File: config.mk
export PLATFORM = sky130hd
export DESIGN_NAME = rom_read_arbiter_flat
export DESIGN_NICKNAME = d
export VERILOG_FILES = /design/src/rtl/rom_arb_pkg.sv /design/src/rtl/rom_read_arbiter_if.sv /design/src/rtl/rom_read_arbiter_arb2.sv /design/src/rtl/rom_read_arbiter.sv /design/src/flat_wrapper.sv
export SDC_FILE = /design/constraint.sdc
export NUM_CORES = 1
export LEC_CHECK = 0
export ABC_AREA = 1
export CAP_MARGIN = 20
export CORE_MARGIN = 10
export CORE_UTILIZATION = 36
export CTS_CLUSTER_DIAMETER = 50
export DETAILED_ROUTE_END_ITERATION = 10
export GPL_TIMING_DRIVEN = 0
export PLACE_DENSITY_LB_ADDON = 0.25
export SYNTH_ARGS = -nofsm -noshare
export SYNTH_HDL_FRONTEND = slang
export SYNTH_HIERARCHICAL = 1
export SYNTH_SLANG_ARGS = --single-unit
export TNS_END_PERCENT = 20
File: constraint.sdc
create_clock -name clk -period 0.9 [get_ports clk]
set_clock_uncertainty 0.1 [all_clocks]
set_input_delay 0.18 -clock clk [delete_from_list [all_inputs] [get_ports clk]]
set_output_delay 0.18 -clock clk [all_outputs]
set_load 0.01 [all_outputs]
File: src/rtl/rom_arb_pkg.sv
// Shared definitions for the ROM read arbiter: FSM state encoding and
// default bus widths.
package rom_arb_pkg;
  localparam int ROM_ADDR_W = 2;
  localparam int ROM_DATA_W = 8;

  typedef enum logic [1:0] {
    IDLE = 2'd0,
    READ = 2'd1,
    RESP = 2'd2
  } arb_state_e;
endpackage

File: src/rtl/rom_read_arbiter_if.sv
// Requester-side bus of the ROM read arbiter: two request/grant channels
// and a shared response data bus with per-requester valid/ready.
interface rom_read_arbiter_if
  import rom_arb_pkg::*;
#(
  parameter int ADDR_W = ROM_ADDR_W,
  parameter int DATA_W = ROM_DATA_W
);
  logic              req0, req1;
  logic [ADDR_W-1:0] addr0, addr1;
  logic              gnt0, gnt1;
  logic              rsp_valid0, rsp_valid1;
  logic              rsp_ready0, rsp_ready1;
  logic [DATA_W-1:0] rsp_data;

  modport master (
    output req0, req1, addr0, addr1, rsp_ready0, rsp_ready1,
    input  gnt0, gnt1, rsp_valid0, rsp_valid1, rsp_data
  );

  modport slave (
    input  req0, req1, addr0, addr1, rsp_ready0, rsp_ready1,
    output gnt0, gnt1, rsp_valid0, rsp_valid1, rsp_data
  );
endinterface

File: src/rtl/rom_read_arbiter_arb2.sv
// Two-way arbiter: request vector in, one-hot winner out.
// ROM_ARB_RR_EN defined: round-robin on ties, pointer tracks the last winner.
// ROM_ARB_RR_EN undefined: fixed priority, requester 0 wins ties.
module arb2 (
  input  logic       clk,
  input  logic       rst_n,
  input  logic [1:0] req,
  input  logic       adv,
  output logic [1:0] win
);
`ifdef ROM_ARB_RR_EN
  logic last;

  // On a tie favour the requester that did not win last time
  always_comb begin
    win = req;
    if (req == 2'b11) win = last ? 2'b01 : 2'b10;
  end

  // Remember the winner of every grant; reset value lets requester 0 go first
  always_ff @(posedge clk or negedge rst_n)
    if (!rst_n)   last <= 1'b1;
    else if (adv) last <= win[1];
`else
  logic unused_ok;
  assign win       = {req[1] & ~req[0], req[0]};
  assign unused_ok = &{1'b0, clk, rst_n, adv};
`endif
endmodule

File: src/rtl/rom_read_arbiter.sv
// Arbitrates two requesters onto one combinational ROM. One transaction at
// a time: IDLE (grant + address capture) -> READ (data capture) -> RESP
// (hold until the owner accepts). Tie policy set by ROM_ARB_RR_EN (see arb2).
module rom_read_arbiter
  import rom_arb_pkg::*;
#(
  parameter int ADDR_W = ROM_ADDR_W,
  parameter int DATA_W = ROM_DATA_W
) (
  input  logic              clk,
  input  logic              rst_n,
  rom_read_arbiter_if.slave bus,
  output logic [ADDR_W-1:0] rom_addr,
  input  logic [DATA_W-1:0] rom_dout,
  output logic              busy
);
  arb_state_e        st, nxt;
  logic [1:0]        win, gnt, vld;
  logic              owner, owner_rdy;
  logic              grant, load, done;
  logic [DATA_W-1:0] data;

  arb2 u_arb (
    .clk   (clk),
    .rst_n (rst_n),
    .req   ({bus.req1, bus.req0}),
    .adv   (grant),
    .win   (win)
  );

  // Only the owner's ready can close a response
  assign owner_rdy = owner ? bus.rsp_ready1 : bus.rsp_ready0;

  // State register
  always_ff @(posedge clk or negedge rst_n)
    if (!rst_n) st <= IDLE;
    else        st <= nxt;

  // Next-state and per-phase strobes
  always_comb begin
    nxt   = st;
    grant = 1'b0;
    load  = 1'b0;
    done  = 1'b0;
    case (st)
      IDLE: if (bus.req0 | bus.req1) begin grant = 1'b1; nxt = READ; end
      READ: begin load = 1'b1; nxt = RESP; end
      RESP: if (owner_rdy) begin done = 1'b1; nxt = IDLE; end
      default: nxt = IDLE;
    endcase
  end

  // Datapath: grant pulse, address/owner capture, response data and valid
  always_ff @(posedge clk or negedge rst_n)
    if (!rst_n) begin
      gnt      <= '0;
      vld      <= '0;
      owner    <= 1'b0;
      rom_addr <= '0;
      data     <= '0;
    end else begin
      gnt <= grant ? win : 2'b00;
      if (grant) begin
        rom_addr <= win[1] ? bus.addr1 : bus.addr0;
        owner    <= win[1];
      end
      if (load) begin
        data <= rom_dout;
        vld  <= owner ? 2'b10 : 2'b01;
      end
      if (done) vld <= 2'b00;
    end

  assign bus.gnt0       = gnt[0];
  assign bus.gnt1       = gnt[1];
  assign bus.rsp_valid0 = vld[0];
  assign bus.rsp_valid1 = vld[1];
  assign bus.rsp_data   = data;
  assign busy           = (st != IDLE);
endmodule

File: src/flat_wrapper.sv
// flat-port wrapper written by rule: the top's interface ports become plain ports
module rom_read_arbiter_flat import rom_arb_pkg::*;
#(
  parameter int ADDR_W = ROM_ADDR_W,
  parameter int DATA_W = ROM_DATA_W
)
  (clk, rst_n, rom_addr, rom_dout, busy, bus_req0, bus_req1, bus_addr0, bus_addr1, bus_rsp_ready0, bus_rsp_ready1, bus_gnt0, bus_gnt1, bus_rsp_valid0, bus_rsp_valid1, bus_rsp_data);
  rom_read_arbiter_if #(.ADDR_W(ADDR_W), .DATA_W(DATA_W)) bus_i ();
  input  logic clk;
  input  logic rst_n;
  output logic [ADDR_W-1:0] rom_addr;
  input  logic [DATA_W-1:0] rom_dout;
  output logic busy;
  input wire logic [$bits(bus_i.req0)-1:0] bus_req0;
  input wire logic [$bits(bus_i.req1)-1:0] bus_req1;
  input wire logic [$bits(bus_i.addr0)-1:0] bus_addr0;
  input wire logic [$bits(bus_i.addr1)-1:0] bus_addr1;
  input wire logic [$bits(bus_i.rsp_ready0)-1:0] bus_rsp_ready0;
  input wire logic [$bits(bus_i.rsp_ready1)-1:0] bus_rsp_ready1;
  output wire logic [$bits(bus_i.gnt0)-1:0] bus_gnt0;
  output wire logic [$bits(bus_i.gnt1)-1:0] bus_gnt1;
  output wire logic [$bits(bus_i.rsp_valid0)-1:0] bus_rsp_valid0;
  output wire logic [$bits(bus_i.rsp_valid1)-1:0] bus_rsp_valid1;
  output wire logic [$bits(bus_i.rsp_data)-1:0] bus_rsp_data;
  assign bus_i.req0 = bus_req0;
  assign bus_i.req1 = bus_req1;
  assign bus_i.addr0 = bus_addr0;
  assign bus_i.addr1 = bus_addr1;
  assign bus_i.rsp_ready0 = bus_rsp_ready0;
  assign bus_i.rsp_ready1 = bus_rsp_ready1;
  assign bus_gnt0 = bus_i.gnt0;
  assign bus_gnt1 = bus_i.gnt1;
  assign bus_rsp_valid0 = bus_i.rsp_valid0;
  assign bus_rsp_valid1 = bus_i.rsp_valid1;
  assign bus_rsp_data = bus_i.rsp_data;
  rom_read_arbiter #(.ADDR_W(ADDR_W), .DATA_W(DATA_W)) u_core (.clk(clk), .rst_n(rst_n), .bus(bus_i), .rom_addr(rom_addr), .rom_dout(rom_dout), .busy(busy));
endmodule
==> flow_summary.toml <==
[power_and_ir_drop]
p_int_mw = 2.13
irDropWorstVdd_mv = 1.54
p_clk_share_pct = 11.0
swShare_pct = 40.3
total_power_mw = 3.57
power.switching_mw = 1.44
seqPwrFrac_pct = 36.5
power.density_mw_per_mm2 = 3160
p_leak_nw = 0.609
power_frac_comb_pct = 52.5

[final_layout]
layout_common_cells = "27 x nand2_1, 17 x dfrtp_1, 14 x clkdlybuf4s50_1"
layout_commonest_cell = "nand2_1"
n_antenna_cell = 0
nets = 144
drive_gt1_share_pct = 29.6
finalInstanceArea_mm2 = 0.00113
synthToLayoutAreaGrowth_pct = 56.2
fillCellCount = 193
fin_cells = 152

[clocking]
clock_latency_ns = 0.28
cts-root-buf = "clkbuf_4"
clock_path_buffers = 2
h-tree-depth = 1
cts_made_buffers = 3
path_clk_slew_ns = 0.10
clock-sinks = 17
cts_tree = "done"

[detailed_routing]
drt-initial-drc-count = 32
dr.pass1.iters = 4
avgViaCountPerCell = 4.60
wl_per_cell_um = 13.0
route.vias.total = 699
drt.antenna.violating_nets = 0
drt-total-wl_mm = 1.98
drc_errors = 0

[timing]
maxSlewHeadroom_pct = 50.3
fin_setup_tns_ns = -6.47
hold_viol_final = 17
whs_ns = -0.0348
min_period_ns = 1.28
setup_violations = 32
rsz0062_at_grt = "true"
setup_ws_ns = -0.381
worstMarginPinSlew_ns = 0.745
period_share_pct = 142
drv_slew = 0
max_freq_ghz = 0.781

[synthesis]
synth_nets = 101
syn_area_per_cell_um2 = 8.71
syn_inst = 83
synthesis.area_um2 = 723
yosys_warnings = 6

[setup_path]
worst_setup_path_end_kind = "output pin"
cp_slowest_cell = "dfrtp_1"
crit_chain = "nor2_4 -> inv_1 -> buf_2"
crit_type = "reg2out"
r2r_slack_ns = -0.26
crit_family = "flip-flops"
critPathMaxFanout = 2
cp.required_ns = 0.62
worst_setup_path_start_kind = "register"
arrival_ns = 1.00
slowest_delay_ns = 0.42
crit_buf_inv = 2

[run]
cap_viol_max_count = 0

[die]
ios = 33
row_count = 16
core_mm2 = 0.00194
initial_utilization_pct = 37.2
fp.dieW_um = 64.8
die_area_mm2 = 0.00420
die_y_um = 64.8

[global_routing]
antenna_found_initial = 0
grt_pass1_wl_mm = 3.13
grt.total_usage_pct = 8.78
grt_pass1_vias = 737
grt_remaining_overflow = 0
grt_max_degree = 18

[place]
gp_congestion = 0.687
dp.cells = 142
dp_hpwl_mm = 1.41
portBuffers = 32
dpl_cell_area_mm2 = 0.00109

[run_status]
violations = "hold timing, setup timing"
status = "finished, violations left"

[min_path]
hold_class = "in2async"
## through the flow
stage	hold slack (ns)	setup WS [ns]	util [%]
floorplan	-0.216	-0.0627	-
global placement	0.352	-0.513	55.9
detailed placement	0.358	-0.575	55.9
CTS	-0.0163	-0.380	55.3
global route	0.0147	-0.445	58.2
finish	-0.0348	-0.381	58.2
## per-layer routing
| metal | vias to the layer above | GRT usage [%] | wire [µm] |
|---|---|---|---|
| met5 | - | 0 | 0 |
| met4 | 0 | 1.60 | 0 |
| met3 | 0 | 3.61 | 198 |
| met2 | 30 | 15.6 | 1010 |
| met1 | 322 | 9.59 | 775 |
| li1 | 347 | - | - |
## worst paths after layout
| kind | from | endpoint | depth (start not counted) |
|---|---|---|---|
| worst max-delay path | u_core/st[0]$_DFFE_PN0P_ | busy | 3 |
| worst min-delay path | rst_n | u_core/vld[1]$_DFFE_PN0P_ | 1 |
| worst max register to register | u_core/st[1]$_DFFE_PN0P_ | u_core/bus.rsp_data[1]$_DFFE_PN0N_ | 4 |
| worst min register to register | u_core/bus.rsp_data[6]$_DFFE_PN0N_ | u_core/bus.rsp_data[6]$_DFFE_PN0N_ | 2 |
| max in group asynchronous | rst_n | u_core/rom_addr[0]$_DFFE_PN0P_ | 1 |
| min in group clk | bus_req1 | u_core/st[0]$_DFFE_PN0P_ | 3 |
## registers in the layout (all words and copies together) (netlist names)
register             cells
u_core/bus.rsp_data      8
u_core/gnt               2
u_core/rom_addr          2
u_core/st                2
u_core/vld               2
u_core/owner             1
## power groups by stage
stage	combinational [mW]	sequential, mW	clock (mW)
finish	1.87	1.30	0.394
global route	2.09	1.36	0.450
CTS	1.66	1.29	0.411
detailed placement	1.78	1.32	0
global placement	1.75	1.31	0
floorplan	0.767	1.44	0
## final cells by class
class | count | area [µm²] | share of cell area, %
plain buffers | 4 | 37.5 | 3.32
clock buffers | 3 | 22.5 | 1.99
clock inverters | 1 | 5.00 | 0.443
inverters | 9 | 33.8 | 2.99
multi-input cells | 54 | 280 | 24.8
flip-flops and latches | 17 | 425 | 37.7
well taps | 27 | 33.8 | 2.99
repair buffers | 37 | 292 | 25.8
## what timing repair did
action | 4_1_cts | 5_1_grt
hold endpoints to repair | 17 | 0
setup buffers | 4 | 2
pin swaps | 2 | 3
gates cloned | 0 | 2
gates resized for setup | 66 | 10
endpoints found under the setup margin | 49 | 32
Note: power is estimated with default switching activity, not from simulation.
